[src/rtl/alu_arbiter.sv]
// Round-robin arbiter and sequencer for the shared ALU: it grants one of two
// requesters, drives the ALU inputs, waits out the ALU latency and returns the result to the owner.
module alu_arbiter #(
  parameter int CNT_W = 16
) (
  input  logic              clk,
  input  logic              reset,

  input  logic              req0_valid,
  output logic              req0_ready,
  input  logic [2:0]        req0_op,
  input  logic [31:0]       req0_a,
  input  logic [31:0]       req0_b,

  input  logic              req1_valid,
  output logic              req1_ready,
  input  logic [2:0]        req1_op,
  input  logic [31:0]       req1_a,
  input  logic [31:0]       req1_b,

  output logic              rsp0_valid,
  output logic [31:0]       rsp0_result,
  output logic              rsp0_zero,

  output logic              rsp1_valid,
  output logic [31:0]       rsp1_result,
  output logic              rsp1_zero,

  output logic [31:0]       alu_a,
  output logic [31:0]       alu_b,
  output logic [2:0]        alu_ctrl,
  input  logic [31:0]       alu_r,
  input  logic              alu_zero,

  output logic              busy,
  output logic [CNT_W-1:0]  ops_issued
);

  typedef enum logic [1:0] {
    IDLE = 2'd0,
    EXEC = 2'd1,
    DONE = 2'd2
  } state_t;

  state_t state;
  logic   owner;       // requester that issued the operation in flight
  logic   last_grant;  // most recent winner; the other side wins the next tie

  logic   sel;
  logic   handshake;

  // NOTE: every signal written here gets a default on the first line, so no
  // path through the block can leave it unassigned and infer a latch.
  always_comb begin
    sel = ~last_grant;
    if (req0_valid && !req1_valid) begin
      sel = 1'b0;
    end else if (req1_valid && !req0_valid) begin
      sel = 1'b1;
    end
  end

  // Ready is only ever offered in IDLE and never while reset is held.
  assign req0_ready = !reset && (state == IDLE) && !sel && req0_valid;
  assign req1_ready = !reset && (state == IDLE) &&  sel && req1_valid;
  assign handshake  = req0_ready || req1_ready;

  assign busy = (state != IDLE);

  // NOTE: all state here is updated with non-blocking assignments so every
  // register samples the pre-edge values, independent of statement order.
  always_ff @(posedge clk) begin
    if (reset) begin
      state       <= IDLE;
      owner       <= 1'b0;
      last_grant  <= 1'b1;
      alu_a       <= '0;
      alu_b       <= '0;
      alu_ctrl    <= 3'b000;
      rsp0_valid  <= 1'b0;
      rsp0_result <= '0;
      rsp0_zero   <= 1'b0;
      rsp1_valid  <= 1'b0;
      rsp1_result <= '0;
      rsp1_zero   <= 1'b0;
      ops_issued  <= '0;
    end else begin
      rsp0_valid <= 1'b0;
      rsp1_valid <= 1'b0;

      unique case (state)
        IDLE: begin
          if (handshake) begin
            alu_a      <= sel ? req1_a  : req0_a;
            alu_b      <= sel ? req1_b  : req0_b;
            alu_ctrl   <= sel ? req1_op : req0_op;
            owner      <= sel;
            last_grant <= sel;
            ops_issued <= ops_issued + 1'b1;
            state      <= EXEC;
          end
        end

        // The ALU registers the operands at the end of this cycle.
        EXEC: begin
          state <= DONE;
        end

        DONE: begin
          if (owner) begin
            rsp1_valid  <= 1'b1;
            rsp1_result <= alu_r;
            rsp1_zero   <= alu_zero;
          end else begin
            rsp0_valid  <= 1'b1;
            rsp0_result <= alu_r;
            rsp0_zero   <= alu_zero;
          end
          state <= IDLE;
        end

        default: begin
          state <= IDLE;
        end
      endcase
    end
  end

endmodule

[config.mk]
export PLATFORM = sky130hd
export DESIGN_NAME = alu_arbiter
export DESIGN_NICKNAME = d
export VERILOG_FILES = /design/src/rtl/alu_arbiter.sv
export SDC_FILE = /design/constraint.sdc
export NUM_CORES = 1
export LEC_CHECK = 0
export ABC_AREA = 1
export CAP_MARGIN = 15
export CORE_MARGIN = 2
export CORE_UTILIZATION = 40
export DETAILED_ROUTE_END_ITERATION = 16
export GPL_TIMING_DRIVEN = 0
export PLACE_DENSITY = 0.81
export SLEW_MARGIN = 20
export SYNTH_ARGS = -nofsm -noshare
export SYNTH_HDL_FRONTEND = slang
export SYNTH_SLANG_ARGS = --single-unit
export TNS_END_PERCENT = 5
[constraint.sdc]
create_clock -name clk -period 2 [get_ports clk]
set_input_delay 0.3 -clock clk [delete_from_list [all_inputs] [get_ports clk]]
set_output_delay 0.3 -clock clk [all_outputs]
set_load 0.005 [all_outputs]
======== After elaboration in Yosys (flattened, before gate mapping) ========
Index checks and enable logic that the tools add are counted.
word-level totals
  bits in latches ......................... 0
  memory bits (read-only) ................. 0
  memories ................................ 0
  register bits ........................... 155
  RAM bits ................................ 0
  word-level logic and storage cells ...... 47
cells by class
  reduce and logical (&&, ||, !) cells .... 18
  bitwise logic cells ..................... 3
  shift-type cells ........................ 0
  $add $sub $neg .......................... 1
  div/mod/pow operators ................... 0
  mux-type cells .......................... 9
  equality and inequality tests ........... 3
  multiply operators ...................... 0
  magnitude comparators ................... 0
operators with widths
  kind                                                 count
  two-way mux 32 bit                                   2
  adder 16 x 1 -> 16 bit, second input constant        1
  logical AND 1 bit                                    7
  AND reduction 2 bit                                  3
  zero test 1 bit                                      4
  two-way mux 1 bit                                    4
  one-hot mux 2 bit (2 select lines)                   1
  two-way mux 3 bit                                    1
  NOT 1 bit                                            3
  equality test 2 x 1 -> 1 bit, second input constant  1
  equality test 2 bit, second input constant           1
  zero test 2 bit                                      1
  two-way mux 2 bit                                    1
  != test 2 bit, second input constant                 1
  nonzero test 2 bit                                   1
  OR reduction 2 bit                                   1
  logical OR 1 bit                                     1

======== Logic depth before layout (Yosys ltp) ========
Gate-level depths: netlist (run 1).
  depth in word-level cells ............... 10
  mapped depth ............................ 10
  gate-level depth less buffers ........... 9

======== Worst setup path before layout (run 1) ========
Ideal clock, no wire load.
  kind .................................... input to register
  start point ............................. input reset
  end point ............................... register ops_issued[11]
  path buffers ............................ 2
  arrival time ............................ 1249 ps
  stages on the path ...................... 10
  path slack .............................. 641 ps
  library setup time ...................... 110 ps
  cell sequence ........................... buf_4 > nor2_4 > nand2_2 > a21oi_4 > buf_4 > nand2_2 > inv_1 > nand3_1 > nand2_1 > nor2_1
on the way
  longest elaborated chain between the ends .. 6
  elaborated cells between the ends (all ways) .. 8
ends and longest elaborated chain
  what                                                       line    source
  from (decl)                                                7       input logic reset,
  zero test 1 bit                                            64, 65
  logical AND 1 bit                                          64, 65
  logical AND 1 bit, on equally long branches (2 in series)  64, 65
  logical OR 1 bit                                           66      assign handshake = req0_ready || req1_ready;
  AND reduction 2 bit (no line)                              n/a
  to (signal assigned)                                       99      ops_issued <= ops_issued + 1'b1;
  to (decl)                                                  36      output logic [CNT_W-1:0] ops_issued
Several ways; a longest one is shown, not always the timed one.
A chain may end at the register's enable or synchronous reset.

======== Final worst setup path (run 1) ========
  start point ............................. register state[1]
  end point ............................... output busy
on the way
  longest elaborated chain between the ends .. 1
ends and longest elaborated chain
  what                    line  source
  from (decl)             45    state_t state;
  from (signal assigned)  74    state <= IDLE;
  from (signal assigned)  100   state <= EXEC;
  from (signal assigned)  106   state <= DONE;
  nonzero test 2 bit      68    assign busy = (state != IDLE);
  to (decl)               35    output logic busy,
No other way between the ends.

==> impl_metrics.env, run 1 <==
export IMPL_outcome="complete, no violations"
export IMPL_detailedPlace_worstSlack_ns=-0.4547
export IMPL_cts_sinks=155
export IMPL_setup_ws_ns=0.1351
export IMPL_p_per_area_nw_per_um2=782.1
export IMPL_grt_use_met3_pct=8.794
export IMPL_fmax_ghz=0.5362
export IMPL_cts_max_level=4
export IMPL_hold_violations=0
export IMPL_via_per_inst=5.118
export IMPL_grtUsageTotal_pct=27.34
export IMPL_clkTransAtPathRegs_ns=0.06
export IMPL_drc_errors=0
export IMPL_grt_pass1_vias=6738
export IMPL_path_cells="or2_2 -> clkdlybuf4s50_1"
export IMPL_ff2ff_setup_slack_ns=0.31
export IMPL_coreArea_sq_um=15260
export IMPL_gp_congestion=0.9343
export IMPL_post_dp_hpwl_microns=17910
export IMPL_fin_crit_sh_pct=93.24
export IMPL_endpoint_kind="primary output"
export IMPL_arrival_ns=1.56
export IMPL_cp_max_fo=5
export IMPL_setup_viol=0
export IMPL_hold_path_depth=2
export IMPL_die_area_sq_um=16680
export IMPL_crit_slowest_cell="clkdlybuf4s50_1"
export IMPL_required_ns=1.70
export IMPL_yosysMostFrequentCell="dfxtp_1"
export IMPL_yosysTopAreaCell="dfxtp_1"
export IMPL_drive_gt1_share_pct=6.117
export IMPL_leakage_uw=0.003867
export IMPL_critPathKind="flop to primary output"
export IMPL_wl_per_cell_microns=16.88
export IMPL_worstHoldStart="reset"
export IMPL_fin_util_pct=68.27
export IMPL_fin_skew_ns=0.006505
export IMPL_root_buffer="clkbuf_16"
export IMPL_clk_path_buf_depth=2
export IMPL_grt_pass1_wl_microns=35180
export IMPL_synth_edf_count=0
export IMPL_hold_class="input pin to flop"
export IMPL_syn2layout_area_growth_pct=66.30
export IMPL_fin_area_sq_um=10420
export IMPL_async_reset_ff_share_pct=0
export IMPL_drt_iter0_markers=417
export IMPL_netlist_top_cells_count="dfxtp_1, o21ai_0, nand2_1, inv_1, nand3_1"
export IMPL_grt_antenna_before_repair=0
export IMPL_maxCapViolCount=0
export IMPL_synth_top_area_share_pct=49.54
export IMPL_vdd_drop_max_v=0.0005815
export IMPL_start_util_pct=41.05
export IMPL_syn_nets=993
export IMPL_syn_avg_cell_area_sq_um=7.629
export IMPL_slew_headroom_pct=65.31
export IMPL_slew_violations=0
export IMPL_synthFlopType="dfxtp_1"
export IMPL_grt_max_degree=17
export IMPL_whs_ns=0.1690
export IMPL_row_count=45
export IMPL_r2r_end="ops_issued[11]"
export IMPL_routed_wl_microns=23440
export IMPL_synthesis_area_sq_um=6264
export IMPL_rr_startpoint="last_grant"
export IMPL_clk_latency_ns=0.42
export IMPL_portBuffers=323
export IMPL_grtUsageMet2_pct=47.86
export IMPL_ys_seq_elements=155
export IMPL_die_x_microns=129.1
export IMPL_ys_seq_area_share_pct=49.54
export IMPL_cts_tree="built"
export IMPL_vias=7109
export IMPL_ctsHoldBuffers=0
export IMPL_worstMarginPinSlew_ns=0.5204
export IMPL_rsz0062_at_grt="no"
export IMPL_synth_cell_types=21
export IMPL_critPathMaxStageDelay_ns=0.48
export IMPL_post_dp_cell_area_sq_um=9761
export IMPL_finalNetCount=1336
export IMPL_drt_pass1_iterations=8
export IMPL_reg2reg_depth=10
export IMPL_critical_path_startpoint_type="flop"
export IMPL_globalRouteMet1Util_pct=30.63
export IMPL_netlist_top_cells_area="dfxtp_1, o21ai_0, a31oi_1"
export IMPL_syn_inst=821
export IMPL_io_pins=325
export IMPL_die_h_microns=129.1
export IMPL_grt_busiest_layer="met2"
export IMPL_period_minus_slack_ns=1.865
export IMPL_ant_nets=0
export IMPL_gr_total_overflow=0
export IMPL_holdPathEnd="ops_issued[8]"
export IMPL_numCtsBuffers=17
export IMPL_yosys_warnings=0
[layout by cell type, fill, tap and decap left out, types with 2 or more instances in the layout]
cell and instances:
a21oi_1 77, a31oi_1 68, buf_2 24, buf_4 5, bufinv_16 3, clkbuf_1 39
clkbuf_16 17, clkbuf_8 3, clkdlybuf4s50_1 320, clkinv_4 2, clkinvlp_4 3, dfxtp_1 154
dlygate4sd2_1 3, inv_1 90, inv_6 3, nand2_1 103, nand2_2 2, nand3_1 77
nand4_1 5, nor2_1 20, nor3_1 5, o21ai_0 141
[what timing repair did]
item,4_1_cts,5_1_grt
endpoints found under the setup margin,2,0
gates resized for setup,10,0
buffers inserted,1,0
[routing by layer]
layer  wire (microns)  share of wire [%]
met1             8770                 37
met2            11600                 49
met3             2289                9.8
met4              780                3.3
met5                0                  0
[cell families (layout without fill, tap and decap cells)]
family,count (synthesis),count (layout),share of synthesized area [%]
xor+xnor,1,1,0.1399
buf+inv,159,515,10.27
flops,155,155,49.54
simple gates,217,217,15.20
compound gates,288,288,24.65
fa+ha+maj,1,1,0.1997
other cells,0,1,0
[metrics by stage]
step / power, uW / cells / setup TNS, ns
floorplan: 3906 / 821 / 0
global placement: 4777 / 1355 / -3.628
detailed placement: 4789 / 1355 / -5.937
CTS: 8176 / 1388 / 0
global route: 8460 / 1388 / 0
finish: 8147 / 1389 / 0
[registers in the layout, summed over array words and instances, names as in the netlist]
name,count
rsp0_valid,1
rsp0_zero,1
last_grant,1
rsp1_zero,1
ops_issued,16
alu_a,32
rsp1_valid,1
rsp0_result,32
rsp1_result,32
alu_ctrl,3
alu_b,32
state,2
owner,1
[worst max-delay path by stage]
stage	from	to	depth (start not counted)
floorplan	reset	ops_issued[11]	10
global placement	req0_valid	req0_ready	7
detailed placement	req0_valid	req0_ready	7
CTS	state[1]	busy	2
global route	state[1]	busy	2
finish	state[1]	busy	2
[where the power goes]
part / switching, uW / total, uW / internal, uW
combinational: 600 / 1380 / 778
sequential: 93.8 / 3360 / 3270
clock: 1330 / 3410 / 2080
[final cells by class]
cell class                      instances  area (sq um)
Clock inverter                         12         161.4
Antenna cell                            1         2.502
Multi-Input combinational cell        507          2527
Timing Repair Buffer                  324          3237
Sequential cell                       155          3104
Buffer                                 68         311.5
Clock buffer                           20         466.7
Fill cell                            1274          4842
Inverter                               91         341.6
Tap cell                              211         264.0
[critical path: cells and delay by family (launching register included)]
kind                   cells  cell delay, ns
flip-flops                 1            0.36
AND/OR/NAND/NOR            1            0.31
buffers and inverters      1            0.48
No activity file was read; power rests on OpenSTA's default activity.
==> inputs of run 2 (changes only) <==
CAP_MARGIN = default   (was 15)
CORE_MARGIN = default   (was 2)
==> impl_metrics.env, run 2 (same netlist as run 1, synthesis figures left out) <==
export IMPL_outcome="complete, no violations"
export IMPL_slew_headroom_pct=65.97
export IMPL_grt_max_degree=17
export IMPL_syn2layout_area_growth_pct=65.76
export IMPL_coreArea_sq_um=15260
export IMPL_whs_ns=0.1561
export IMPL_clk_path_buf_depth=2
export IMPL_die_x_microns=127.1
export IMPL_maxCapViolCount=0
export IMPL_drc_errors=0
export IMPL_register_area_sq_um=3103
export IMPL_hold_violations=0
export IMPL_critical_path_startpoint_type="input pin"
export IMPL_arrival_ns=1.61
export IMPL_crit_end="req0_ready"
export IMPL_rsz0062_at_grt="no"
export IMPL_critPathKind="input pin to primary output"
export IMPL_post_dp_hpwl_microns=17650
export IMPL_portBuffers=323
export IMPL_timing_setup_tns_ns=0
export IMPL_rr_startpoint="last_grant"
export IMPL_fin_skew_ns=0.01150
export IMPL_endpoint_kind="primary output"
export IMPL_row_count=45
export IMPL_required_ns=1.70
export IMPL_cp_max_fo=10
export IMPL_power_uw=8054
export IMPL_die_h_microns=127.1
export IMPL_finalNetCount=1336
export IMPL_cts_tree="built"
export IMPL_ant_nets=0
export IMPL_ctsHoldBuffers=0
export IMPL_cp_startpoint="req0_valid"
export IMPL_via_per_inst=5.147
export IMPL_gp_congestion=0.8954
export IMPL_path_cells="clkdlybuf4s50_1 -> nand2_1 -> nand2_4 -> buf_6 -> nand3_1 -> inv_1 -> dlygate4sd2_1"
export IMPL_reg2reg_depth=10
export IMPL_worstMarginPinSlew_ns=0.5104
export IMPL_hold_class="input pin to flop"
export IMPL_critPathMaxStageDelay_ns=0.52
export IMPL_multiInputGateArea_sq_um=2522
export IMPL_fmax_ghz=0.5248
export IMPL_root_buffer="clkbuf_16"
export IMPL_grt_pass1_wl_microns=36200
export IMPL_gr_total_overflow=0
export IMPL_cts_max_level=4
export IMPL_p_per_area_nw_per_um2=775.7
export IMPL_grt_antenna_before_repair=1
export IMPL_fillers=1291
export IMPL_die_area_sq_um=16160
export IMPL_fin_crit_sh_pct=95.28
export IMPL_grt_pass1_vias=7062
export IMPL_cts_sinks=155
export IMPL_drive_gt1_share_pct=5.692
export IMPL_start_util_pct=41.05
export IMPL_grtUsageTotal_pct=28.92
export IMPL_drt_iter0_markers=378
export IMPL_wl_per_cell_microns=16.70
export IMPL_clkTransAtPathRegs_ns=0.06
export IMPL_final_cell_mix="clkdlybuf4s50_1, dfxtp_1, o21ai_0, nand2_1, inv_1"
export IMPL_period_minus_slack_ns=1.906
export IMPL_numCtsBuffers=17
export IMPL_leakage_uw=0.003843
export IMPL_setup_viol=0
export IMPL_slew_violations=0
export IMPL_ff2ff_setup_slack_ns=0.28
export IMPL_crit_slowest_cell="clkdlybuf4s50_1"
export IMPL_vdd_drop_max_v=0.0006287
export IMPL_routed_wl_microns=23210
export IMPL_vias=7154
export IMPL_io_pins=325
export IMPL_layout_commonest_cell="clkdlybuf4s50_1"
export IMPL_worstHoldStart="reset"
export IMPL_clk_latency_ns=0.43
export IMPL_drt_pass1_iterations=5
export IMPL_r2r_end="ops_issued[11]"
## run 2: final cells by class
class | count | share of cell area [%]
multi-input combinational | 507 | 24.29
antenna | 2 | 0.04820
sequential | 155 | 29.89
clock inverter | 13 | 1.615
tap | 211 | 2.543
clock buffer | 19 | 4.170
inverter | 91 | 3.290
buffer | 68 | 2.965
timing repair buffer | 324 | 31.19
## run 2: metal layers
| metal | global-route usage (%) | vias up | wire length [microns] |
|---|---|---|---|
| li1 | - | 3484 | - |
| met1 | 30.77 | 3262 | 8694 |
| met2 | 50.16 | 341 | 11360 |
| met4 | 17.02 | 0 | 1047 |
| met5 | 0 | - | 0 |
| met3 | 9.506 | 67 | 2105 |
## run 2: metrics by stage
step	setup WS, ns	std cells	instance area [sq um]	utilization, %
finish	0.09437	1390	10380	68.04
global route	0.00007738	1389	10380	68.03
CTS	0.1138	1388	10380	68.01
detailed placement	-0.3947	1355	9761	63.97
global placement	-0.4076	1355	9761	63.97
floorplan	0.6411	821	6264	-
## run 2: worst min-delay path by stage
stage	endpoint	slack, ns	depth (start not counted)
after floorplan	rsp0_result[0]	0.44	2
after global placement	rsp0_result[6]	0.43	2
after detailed placement	rsp0_result[21]	0.44	2
after CTS	ops_issued[8]	0.14	2
after global routing	ops_issued[1]	0.16	2
final	ops_issued[8]	0.16	2
## run 2: where the power goes
part	switching [uW]	internal [uW]
combinational	597	777
clock	1340	1970
sequential	95.4	3270
## run 2: critical path, delay by kind of cell
family | cells | cell delay (ns)
and+or+nand+nor | 3 | 0.29
buffers and inverters | 4 | 1.01
## run 2: what timing repair did
action / CTS / global route
resized for setup: 5 / 0
setup buffers: 1 / 0
setup endpoints to repair: 2 / 0
==> inputs of run 3 (changes only) <==
REMOVE_ABC_BUFFERS = 1   (was default)
clock period = 1.8 ns   (was 2 ns; I/O delays follow)
==> impl_metrics.env, run 3 (same netlist as run 1, synthesis figures left out) <==
export IMPL_clk_path_buf_depth=2
export IMPL_drt_iter0_markers=346
export IMPL_maxCapViolCount=0
export IMPL_rsz0062_at_grt="no"
export IMPL_detailedPlace_worstSlack_ns=-0.9079
export IMPL_layout_commonest_cell="clkdlybuf4s50_1"
export IMPL_slew_violations=0
export IMPL_period_minus_slack_ns=1.711
export IMPL_worstSetupPathDepth=1
export IMPL_endpoint_kind="primary output"
export IMPL_swShare_pct=26.34
export IMPL_die_h_microns=127.1
export IMPL_cts_tree="built"
export IMPL_clkPwrFrac_pct=39.8
export IMPL_post_dp_hpwl_microns=14190
export IMPL_slew_headroom_pct=55.52
export IMPL_setup_ws_ns=0.08861
export IMPL_drt_pass1_iterations=5
export IMPL_leakage_uw=0.003863
export IMPL_hold_violations=0
export IMPL_final_cell_mix="clkdlybuf4s50_1, dfxtp_1, o21ai_0, nand2_1, inv_1"
export IMPL_gr_total_overflow=0
export IMPL_reg2reg_depth=11
export IMPL_required_ns=1.53
export IMPL_syn2layout_area_growth_pct=67.16
export IMPL_crit_family="buffers and inverters"
export IMPL_cts_sinks=155
export IMPL_root_buffer="clkbuf_16"
export IMPL_worstHoldStart="req1_a[0]"
export IMPL_grt_pass1_wl_microns=33800
export IMPL_routed_wl_microns=21440
export IMPL_die_area_sq_um=16160
export IMPL_p_per_area_nw_per_um2=841.2
export IMPL_fin_crit_sh_pct=95.08
export IMPL_clkTransAtPathRegs_ns=0.07
export IMPL_rr_startpoint="last_grant"
export IMPL_timing_setup_tns_ns=0
export IMPL_die_x_microns=127.1
export IMPL_path_cells="clkdlybuf4s50_1"
export IMPL_cp_max_fo=7
export IMPL_portBuffers=324
export IMPL_critical_path_startpoint_type="flop"
export IMPL_drive_gt1_share_pct=6.443
export IMPL_dp_cells=1298
export IMPL_critPathMaxStageDelay_ns=0.55
export IMPL_row_count=45
export IMPL_grtUsageTotal_pct=26.64
export IMPL_numCtsBuffers=17
export IMPL_outcome="complete, no violations"
export IMPL_worstMarginPinSlew_ns=0.6671
export IMPL_ctsHoldBuffers=0
export IMPL_start_util_pct=41.05
export IMPL_drc_errors=0
export IMPL_power_uw=8807
export IMPL_clk_latency_ns=0.43
export IMPL_cts_max_level=4
export IMPL_arrival_ns=1.44
export IMPL_finalNetCount=1292
export IMPL_grt_pass1_vias=6390
export IMPL_fin_cells=1346
export IMPL_hold_path_depth=3
export IMPL_fmax_ghz=0.5843
export IMPL_p_comb_share_pct=17.8
export IMPL_setup_viol=0
export IMPL_grt_max_degree=92
export IMPL_crit_slowest_cell="clkdlybuf4s50_1"
export IMPL_vias=6899
export IMPL_seqPwrFrac_pct=42.4
export IMPL_cp_startpoint="ops_issued[12]"
export IMPL_coreArea_sq_um=15260
export IMPL_power_switching_uw=2319
export IMPL_via_per_inst=5.126
export IMPL_wl_per_cell_microns=15.93
export IMPL_gp_congestion=0.8377
export IMPL_p_int_uw=6488
export IMPL_fin_skew_ns=0.008834
export IMPL_vdd_drop_max_v=0.0006524
export IMPL_critPathKind="flop to primary output"
export IMPL_ant_nets=0
export IMPL_critical_path_buf_inv_count=1
export IMPL_io_pins=325
export IMPL_grt_antenna_before_repair=3
export IMPL_hold_class="input pin to flop"
## run 3: cell count changes in the layout (fill, tap and decap cells not counted), sizes merged, moves of 2 or more
cell           previous run  this run
dlygate4sd2               2         5
bufinv                    3         1
clkdlybuf4s50           321       318
clkinvlp                  5         3
clkbuf                   58        21
inv                      94        98
buf                      30        19
nand2                   106       108
## run 3: what timing repair did
action | in CTS | in global routing
cloned | 3 | 1
hold endpoints to repair | 0 | 0
buffers inserted | 5 | 6
setup endpoints to repair | 94 | 78
pin swaps | 2 | 1
resized for setup | 14 | 5
## run 3: area by class of cell
class | count | area [sq um]
multi-input combinational | 509 | 2605
timing repair buffer | 346 | 3577
clock buffer | 18 | 429.2
clock inverter | 14 | 137.6
inverter | 91 | 346.6
sequential | 155 | 3105
tap | 211 | 264.0
antenna | 2 | 5.005
fill | 1237 | 4788
## run 3: path summary, 6_finish.rpt
kind / end / slack (ns)
setup reg to reg: ops_issued[13] / 0.12
hold / removal: alu_a[0] / 0.42
hold reg to reg: rsp0_result[11] / 0.44
setup / recovery: ops_issued[12] / 0.09
## run 3: power by group through the flow
stage	sequential (uW)	combinational (uW)	clock (uW)
2_1_floorplan	3810	477	0
3_3_place_gp	3800	1430	0
3_5_place_dp	3800	1500	0
4_1_cts	3730	1560	3550
5_1_grt	3750	1720	3700
6_report	3730	1570	3500
## run 3: routing by layer
metal | share of wire [%] | track usage, % | up-vias
met2 | 48 | 43.86 | 319
met3 | 10 | 10.05 | 33
met1 | 39 | 31.15 | 3147
li1 | - | - | 3398
met4 | 2.5 | 11.06 | 2
met5 | 0.075 | 0 | -
## run 3: metrics by stage
step	hold WS [ns]	area, sq um	util, %
floorplan	0.3391	5962	-
global placement	0.4314	9469	62.06
detailed placement	0.4339	9726	63.74
CTS	0.4006	10400	68.18
global route	0.4193	10470	68.62
finish	0.4177	10470	68.62
